`src/rtl/imem_responder_pkg.sv`:
```
// Shared definitions for the instruction-memory responder and its neighbours
// (default address/word widths, responder state encoding).
package imem_responder_pkg;

  localparam int unsigned IMEM_N   = 5;
  localparam int unsigned IMEM_W   = 16;
  localparam int unsigned IMEM_LAT = 2;

  typedef enum logic [1:0] {
    ST_IDLE = 2'd0,
    ST_WAIT = 2'd1,
    ST_RESP = 2'd2
  } state_t;

  // Saturating wait-state decrement.
  function automatic logic [3:0] cnt_dec(input logic [3:0] c);
    return (c == 4'd0) ? 4'd0 : (c - 4'd1);
  endfunction

endpackage

```
`src/rtl/imem_array.sv`:
```
// Program store: 2^N x W words, synchronous write, combinational read, no reset.
module imem_array #(
  parameter int unsigned N = 5,
  parameter int unsigned W = 16
) (
  input  logic         CLK,
  input  logic         wr_en,
  input  logic [N-1:0] wr_addr,
  input  logic [W-1:0] wr_data,
  input  logic [N-1:0] rd_addr,
  output logic [W-1:0] rd_data
);

  logic [W-1:0] r_mem [2**N];

  // Loader write port; storage is intentionally not reset.
  always_ff @(posedge CLK) begin
    if (wr_en) begin
      r_mem[wr_addr] <= wr_data;
    end
  end

  assign rd_data = r_mem[rd_addr];

endmodule

```
`src/rtl/imem_responder.sv`:
```
// Instruction-memory responder: accepts one fetch address, waits LAT cycles,
// then presents the addressed word until the requester takes it.
module imem_responder
  import imem_responder_pkg::*;
#(
  parameter int unsigned N   = IMEM_N,
  parameter int unsigned W   = IMEM_W,
  parameter int unsigned LAT = IMEM_LAT
) (
  input  logic         CLK,
  input  logic         RST,
  input  logic         req_valid,
  output logic         req_ready,
  input  logic [N-1:0] req_addr,
  output logic         rsp_valid,
  input  logic         rsp_ready,
  output logic [W-1:0] rsp_data,
  output logic [N-1:0] rsp_addr,
  input  logic         wr_en,
  input  logic [N-1:0] wr_addr,
  input  logic [W-1:0] wr_data,
  output logic         busy
);

  localparam logic [3:0] LAT_C = 4'(LAT);

  state_t       r_state;
  state_t       w_state_nxt;
  logic [3:0]   r_cnt;
  logic [3:0]   w_cnt_nxt;
  logic         r_rsp_valid;
  logic         w_rsp_valid_nxt;
  logic [W-1:0] r_rsp_data;
  logic [W-1:0] w_rsp_data_nxt;
  logic [N-1:0] r_rsp_addr;
  logic [N-1:0] w_rsp_addr_nxt;
  logic [W-1:0] w_rd_data;

  imem_array #(
    .N(N),
    .W(W)
  ) u_array (
    .CLK     (CLK),
    .wr_en   (wr_en),
    .wr_addr (wr_addr),
    .wr_data (wr_data),
    .rd_addr (r_rsp_addr),
    .rd_data (w_rd_data)
  );

  // State, wait counter and response registers.
  always_ff @(posedge CLK or negedge RST) begin
    if (!RST) begin
      r_state     <= ST_IDLE;
      r_cnt       <= 4'd0;
      r_rsp_valid <= 1'b0;
      r_rsp_data  <= '0;
      r_rsp_addr  <= '0;
    end else begin
      r_state     <= w_state_nxt;
      r_cnt       <= w_cnt_nxt;
      r_rsp_valid <= w_rsp_valid_nxt;
      r_rsp_data  <= w_rsp_data_nxt;
      r_rsp_addr  <= w_rsp_addr_nxt;
    end
  end

  // Next-state logic. RESP spends its first cycle capturing the word (read
  // happens before any same-edge loader write lands), then holds until taken.
  always_comb begin
    w_state_nxt     = r_state;
    w_cnt_nxt       = r_cnt;
    w_rsp_valid_nxt = r_rsp_valid;
    w_rsp_data_nxt  = r_rsp_data;
    w_rsp_addr_nxt  = r_rsp_addr;
    case (r_state)
      ST_IDLE: begin
        if (req_valid) begin
          w_rsp_addr_nxt = req_addr;
          w_cnt_nxt      = LAT_C;
          w_state_nxt    = (LAT_C == 4'd0) ? ST_RESP : ST_WAIT;
        end else begin
          w_state_nxt = ST_IDLE;
        end
      end
      ST_WAIT: begin
        if (r_cnt <= 4'd1) begin
          w_cnt_nxt   = 4'd0;
          w_state_nxt = ST_RESP;
        end else begin
          w_cnt_nxt = cnt_dec(r_cnt);
        end
      end
      ST_RESP: begin
        if (!r_rsp_valid) begin
          w_rsp_valid_nxt = 1'b1;
          w_rsp_data_nxt  = w_rd_data;
        end else if (rsp_ready) begin
          w_rsp_valid_nxt = 1'b0;
          w_state_nxt     = ST_IDLE;
        end else begin
          w_state_nxt = ST_RESP;
        end
      end
      default: begin
        w_state_nxt     = ST_IDLE;
        w_cnt_nxt       = 4'd0;
        w_rsp_valid_nxt = 1'b0;
      end
    endcase
  end

  assign req_ready = (r_state == ST_IDLE);
  assign busy      = (r_state != ST_IDLE);
  assign rsp_valid = r_rsp_valid;
  assign rsp_data  = r_rsp_data;
  assign rsp_addr  = r_rsp_addr;

endmodule

```
`config.mk`:
```
export PLATFORM = sky130hd
export DESIGN_NAME = imem_responder
export DESIGN_NICKNAME = d
export VERILOG_FILES = /design/src/rtl/imem_responder_pkg.sv /design/src/rtl/imem_array.sv /design/src/rtl/imem_responder.sv
export SDC_FILE = /design/constraint.sdc
export NUM_CORES = 1
export LEC_CHECK = 0
export CAP_MARGIN = 25
export CORE_ASPECT_RATIO = 0.8
export CORE_MARGIN = 3
export CORE_UTILIZATION = 40
export CTS_CLUSTER_DIAMETER = 60
export CTS_CLUSTER_SIZE = 20
export DETAILED_ROUTE_END_ITERATION = 8
export PLACE_DENSITY = 0.66
export SETUP_SLACK_MARGIN = 0.02
export SYNTH_ARGS = -nofsm -noshare
export SYNTH_HDL_FRONTEND = slang
export SYNTH_SLANG_ARGS = --single-unit
```
`constraint.sdc`:
```
create_clock -name CLK -period 3 [get_ports CLK]
set_clock_uncertainty 0.1 [all_clocks]
set_input_delay 0.9 -clock CLK [delete_from_list [all_inputs] [get_ports CLK]]
set_output_delay 0.9 -clock CLK [all_outputs]
set_load 0.005 [all_outputs]
```
======== After elaboration in Yosys (flattened, before gate mapping) ========
Memories as Yosys holds them, arrays and structs flattened. A register that Yosys moved wholly into a read port is not among the register bits.
Cells that the tools add are included.
storage, ports and cells
  register bits after elaboration ......... 12
  bits in latches ......................... 0
  bits in writable memories ............... 512
  ROM bits ................................ 0
  bits of input ports ..................... 31
  memories kept ........................... 1
memory list
  name           words  width  rd ports  clocked after memory_dff  write ports  line              source
  u_array.r_mem  32     16     1         1                         1            imem_array.sv:14  logic [W-1:0] r_mem [2**N];
cells by class
  add/subtract/negate cells ............... 1
  multipliers ............................. 0
  divide/modulo/power cells ............... 0
  order comparisons ....................... 1
  eq/ne operators ......................... 5
  shift-type cells ........................ 0
  mux-type cells .......................... 14
  bitwise logic cells ..................... 2
  reductions and logical operators ........ 9
operators by type and width
  kind                                                 number
  two-way mux 4 bit                                    3
  one-hot mux 4 bit (3 select lines)                   1
  AND reduction 2 bit                                  4
  two-way mux 2 bit                                    3
  inequality test 2 bit, second input constant         3
  one-hot mux 2 bit (3 select lines)                   1
  two-way mux 1 bit                                    5
  <= comparator 4 x 1 -> 1 bit, second input constant  1
  zero test 4 bit                                      1
  subtractor 4 x 1 -> 4 bit, second input constant     1
  == test 2 x 1 -> 1 bit, second input constant        1
  == test 2 bit, second input constant                 1
  zero test 2 bit                                      1
  NOT 1 bit                                            2
  one-hot mux 1 bit (2 select lines)                   1
  nonzero test 2 bit                                   1
  OR reduction 2 bit                                   1
  zero test 1 bit                                      1

======== Logic depth before layout (Yosys ltp) ========
Gate-level depths: netlist (run 1).
  depth in word-level cells ............... 4
  depth in mapped cells ................... 8
  mapped depth without buffers ............ 5

======== By module ========
A second synthesis (run 1) with hierarchy kept.
unflattened totals
  cell total of the unflattened synthesis .. 1205
  area, all modules ....................... 21345.5 um2
modules (own cells, without submodules)
  module          times used  cells an instance  area each (um2)  sequential area each (um2)
  imem_array      1           1127               20215.6          15374.7
  imem_responder  1           78                 1129.8           700.7

======== Worst setup path before layout (run 1) ========
No wires, ideal clock.
  path kind ............................... input to register
  start ................................... input port wr_addr[0]
  end ..................................... memory u_array.r_mem[12][0], enable pin
  library setup time ...................... 0.388 ns
  arrival time ............................ 2.252 ns
  required time ........................... 2.512 ns
  path slack .............................. 0.260 ns
  stages on the path ...................... 3
  path buffers ............................ 1
  cell sequence ........................... or3b_2 -> clkbuf_1 -> nor2_1
RTL lines
  item             line                  source
  start, declared  imem_responder.sv:20  input logic [N-1:0] wr_addr,
  end, declared    imem_array.sv:14
Straight into the memory's write port.

==> impl_metrics.toml, run 1 <==
[status]
status = "finished clean"

[finish]
drive_above_1_share_pct = 16.32
layout_common_cells = "edfxtp_1 (512), mux2i_1 (256), buf_4 (113), a22oi_1 (65), clkdlybuf4s50_1 (53)"
mostFrequentLayoutCell = "edfxtp_1"
final-seq-area_um2 = 16080
finish.instance_area_um2 = 24540
multi_input_area_um2 = 4695
finalNonFillerCells = 2028
area_growth_pct = 15.84
nets = 1346
fill_cells = 4301

[synthesis]
synth_nets = 1194
synthCells = 1163
postSynthAreaPerCell_um2 = 18.22
synth_warnings = 0
post_synth_num_cell_types = 34
synth_area_um2 = 21190
ys_ff_latch = 540
synth-seq-area-share_pct = 75.88

[pwr]
power.density_nw_per_um2 = 854.3
p_leak_nw = 8.584
ir_drop_v = 0.0004395

[drt]
ant_nets = 0
vias = 11320
firstDrtPassIters = 5
drtIter0Drc = 1416
routed_via_density = 5.581
finalWirelength_um = 51490
wl_per_cell_um = 25.39
drcViolationCount = 0

[cts]
numCtsBuffers = 37
cts_tree = "yes"
htreeDepth = 2
cts_sinks = 540
post-cts-setup-buffers = 0
cts.path.max_buffers = 3
clk_latency_ps = 550
cts_resized = 0
cts-hold-fix-buffers = 0
path_clk_slew_ps = 80
root_buffer = "clkbuf_16"

[floorplanning]
num_rows = 74
die_h_um = 211.8
start_util_pct = 41.01
die_w_um = 263.3
core_um2 = 51660
ios = 55
dieArea_um2 = 55780

[timing]
tns_ps = 0
rsz0062_at_grt = "false"
max_freq_ghz = 0.3530
period_share_pct = 94.44
min_period_ps = 2833
worstMarginPinSlew_ps = 798.9
drv_slew = 0
finalSetupViolCount = 0
relSlewSlack_pct = 46.61
hold_violations = 0

[min_path]
min_path_type = "in2async"

[place]
place.gp.congestion = 0.8167
numPortBuffers = 54
dpl_cell_area_um2 = 23320
dp.cells = 1960
post-dp-hpwl_um = 32700

[critical_path]
critPathCaptureType = "flop"
cp.required_ps = 3330
crit_fanout = 28
start_kind = "flop"
worst-endpoint-arrival_ps = 3170
ff2ff_setup_slack_ps = 170
crit_type = "reg2reg"

[global_route]
grt_first_pass_wirelength_um = 75120
overflow = 0
grt_pass1_vias = 11190
antenna_found_initial = 2
gr-usage-all-layers_pct = 18.23
grt_max_degree = 65

[flow_run]
cap_violations = 0
report_power, final:
group | switching [mW] | internal (mW) | leakage (nW)
Clock | 2.53 | 2.65 | 0.578
Combinational | 3.92 | 3.02 | 3.05
Sequential | 0.336 | 8.50 | 4.96
final cells by class:
cell class                 count  share of cell area [%]
sequential                   540                   65.52
clock inverter                16                  0.7648
timing repair buffer         182                   6.862
antenna                        2                 0.02039
inverter                       2                 0.03059
multi-input combinational    552                   19.13
tap                          684                   3.487
clock buffer                  50                   4.186
synthesized netlist by cell type:
cell / n / area, um2
clkbuf_1: 27 / 101.4
buf_1: 3 / 11.26
mux2i_1: 256 / 2562
or3b_2: 2 / 17.52
mux2_2: 5 / 56.30
a221oi_1: 25 / 219.0
nor2b_1: 3 / 18.77
buf_2: 10 / 50.05
buf_4: 20 / 150.1
nor2_1: 43 / 161.4
nand4b_1: 1 / 8.760
nand3_1: 2 / 10.01
a21oi_1: 33 / 165.2
or2_1: 1 / 6.260
o41ai_1: 2 / 17.52
or3_1: 2 / 12.51
and2_1: 2 / 12.51
o21a_1: 1 / 7.510
o41ai_2: 14 / 227.7
nand2b_1: 5 / 31.28
a22o_1: 32 / 280.3
edfxtp_1: 512 / 15370
nor3_1: 2 / 10.01
buf_6: 5 / 56.30
dfrtp_1: 28 / 700.7
o21ai_0: 4 / 20.02
inv_1: 2 / 7.510
nand3b_1: 5 / 37.54
a22oi_1: 65 / 488.0
buf_12: 1 / 20.02
nand2_1: 23 / 86.33
buf_8: 3 / 45.04
o22ai_1: 17 / 106.4
a221oi_2: 7 / 105.1
path summary, 6_finish.rpt:
check,startpoint,cells after the start,endpoint
worst max-delay path,rsp_addr[0],7,rsp_data[12]
worst min-delay path,RST,1,rsp_data[1]
worst max register to register,rsp_addr[0],7,rsp_data[12]
worst min register to register,rsp_data[4],2,rsp_data[4]
max in group asynchronous,RST,2,rsp_data[15]
min in group CLK,rsp_data[4],2,rsp_data[4]
routing by layer:
metal | part of all wire, % | up-vias | track usage, % | wire length (um)
met4 | 2.5 | 2 | 4.750 | 1279
met3 | 9.6 | 73 | 4.694 | 4954
met2 | 43 | 491 | 26.96 | 22380
li1 | - | 4999 | - | -
met1 | 44 | 5754 | 26.96 | 22870
met5 | 0.025 | - | 0 | 13
flip-flops by register name, summed over array words and instances (netlist names):
signal         flops
u_array.r_mem    512
rsp_data          16
rsp_addr           5
r_cnt              4
r_state            2
rsp_valid          1
cells by family (layout without fill, tap and decap cells):
family,after synthesis,after routing,share of synthesized area [%]
mux,261,261,12.36
simple gates,91,91,1.949
other cells,0,2,0
flops,540,540,75.88
buf+inv,71,250,2.085
compound gates,200,200,7.725
metrics by stage:
stage	util (%)	power, mW	setup WS (ps)	hold slack (ps)
2_1_floorplan	-	13.12	260.0	367.3
3_3_place_gp	45.14	15.84	66.91	375.7
3_5_place_dp	45.14	15.91	74.88	379.5
4_1_cts	47.49	21.05	174.2	299.0
5_1_grt	47.49	21.81	55.08	316.3
6_report	47.50	20.96	166.8	300.2
critical path, stage by stage, from the launching register on:
cell and delay (ps):
dfrtp_4 660, buf_12 290, mux2i_1 110, a22o_1 250, a221oi_1 550, buf_4 220
o22ai_1 120, o41ai_2 390
(Power assumes the default switching activity.)
==> run 2, diff against run 1 <==
SKIP_LAST_GASP = 1   (was default)
SLEW_MARGIN = 15   (was default)
==> results of run 2 <==
Final layout, timing and power as in run 1 (identical DEF).
==> run 3, diff against run 2 <==
PLACE_DENSITY = default   (was 0.66)
clock period = 3.05 ns   (was 3 ns; I/O delays follow)
==> run 3 against run 2 <==
Cell count shrank 0.79%. Worst setup slack gained 140 ps. First-iteration DRC count shrank 21%. Global-route usage grew 0.30 points. Final area grew 0.18%. Wire length grew 0.36%. Sequential power shrank 2%.
==> impl_metrics.toml, run 3 (synthesis results as in run 1) <==
[finish]
finish.instance_area_um2 = 24580
drive_above_1_share_pct = 16.65
largest-register = "u_array.r_mem"
mostFrequentLayoutCell = "edfxtp_1"
nets = 1337
largest_reg_flops = 512
finalNonFillerCells = 2012
layout_common_cells = "edfxtp_1 (512), mux2i_1 (256), buf_4 (93), a22oi_1 (65), clkdlybuf4s50_1 (53)"
area_growth_pct = 16.05

[timing]
finalSetupViolCount = 0
fin_hold_ws_ps = 349.6
max_freq_ghz = 0.3649
tns_ps = 0
min_period_ps = 2740
rsz0062_at_grt = "false"
period_share_pct = 89.85
drv_slew = 0
hold_violations = 0
fin_ws_ps = 309.7
relSlewSlack_pct = 43.34
worstMarginPinSlew_ps = 849.9

[global_route]
grt_max_degree = 48
grt_pass1_vias = 11100
antenna_found_initial = 0
overflow = 0
grt_first_pass_wirelength_um = 75810
gr-usage-all-layers_pct = 18.53

[place]
post-dp-hpwl_um = 33230
dpl_cell_area_um2 = 23370
numPortBuffers = 54
place_ws_ps = 107.6
dp.cells = 1946
place.gp.congestion = 0.8187

[drt]
routed_via_density = 5.511
vias = 11090
firstDrtPassIters = 5
drcViolationCount = 0
finalWirelength_um = 51680
wl_per_cell_um = 25.69
ant_nets = 0
drtIter0Drc = 1118

[pwr]
internal_power_mw = 13.92
p_sw_share_pct = 32.85
combPwrFrac_pct = 34.4
p_seq_share_pct = 41.8
p_leak_nw = 8.554
p_sw_mw = 6.809
power.density_nw_per_um2 = 843.2
ir_drop_v = 0.0004150
clkPwrFrac_pct = 23.7

[min_path]
min_path_type = "in2async"

[critical_path]
cpPeakStageDelay_ps = 530
start_kind = "flop"
crit_fanout = 8
crit_chain = "nor2_1, clkdlybuf4s50_1"
cp.required_ps = 2030
crit_type = "reg2out"
cpMaxStageDelayCell = "clkdlybuf4s50_1"
critPathCaptureType = "output port"
worst-endpoint-arrival_ps = 1730

[cts]
post-cts-setup-buffers = 0
cts-hold-fix-buffers = 0
numCtsBuffers = 36
root_buffer = "clkbuf_16"
cts.path.max_buffers = 3
htreeDepth = 2
clk_latency_ps = 550
path_clk_slew_ps = 80
cts_tree = "yes"
cts_resized = 0
cts_sinks = 540

[floorplanning]
core_um2 = 51660
start_util_pct = 41.01
dieArea_um2 = 55780
die_h_um = 211.8
ios = 55
die_w_um = 263.3
num_rows = 74

[status]
status = "finished clean"

[flow_run]
cap_violations = 0
[run 3: cell types whose count changed in the layout (fill, tap and decap cells not counted), moves of 3 or more]
cell      before  now
clkinv_1       0    3
nor2_1        41   28
buf_4        113   93
nor2_2         1   14
clkinv_2       2    5
clkbuf_1      10    3
buf_12        15   27
[run 3: critical path, delay by kind of cell, from the launching register on]
family,cells,cell delay [ps]
DFF,1,470
and+or+nand+nor,1,190
buffers and inverters,1,530
[run 3: power by group through the flow]
stage | sequential (mW) | combinational, mW | clock, mW
6_report | 8.67 | 7.13 | 4.92
5_1_grt | 8.70 | 7.55 | 5.31
4_1_cts | 8.76 | 6.93 | 5.03
3_5_place_dp | 8.92 | 6.90 | 0
3_3_place_gp | 8.92 | 6.85 | 0
2_1_floorplan | 8.67 | 4.23 | 0
[run 3: layer usage]
layer,part of all wire [%],up-vias,global-route usage [%]
met1,47,5700,28.24
met5,0,-,0
met3,7.2,60,3.591
met4,1.7,0,3.857
li1,-,4975,-
met2,44,354,27.80
[run 3: layout make-up]
class                      instances  area (um2)
fill                            4360       27080
sequential                       540       16080
multi-input combinational        552        4727
timing repair buffer             174        1774
clock buffer                      41       962.2
tap                              684       855.8
clock inverter                    18       176.4
inverter                           2       7.507
antenna                            1       2.502
[run 3: metrics by stage]
stage	power (mW)	utilization [%]
finish	20.73	47.59
global route	21.56	47.58
CTS	20.72	47.45
detailed placement	15.82	45.24
global placement	15.77	45.24
floorplan	12.90	-
[run 3: final timing paths]
kind | from | depth (start not counted) | to | slack (ps)
setup / recovery | r_state[1] | 2 | req_ready | 310
hold / removal | RST | 1 | rsp_data[0] | 350
setup reg to reg | rsp_addr[0] | 8 | rsp_data[8] | 420
hold reg to reg | rsp_data[12] | 2 | rsp_data[12] | 420
max in group asynchronous | RST | 1 | rsp_addr[0] | 1900
min in group CLK | rsp_data[12] | 2 | rsp_data[12] | 420
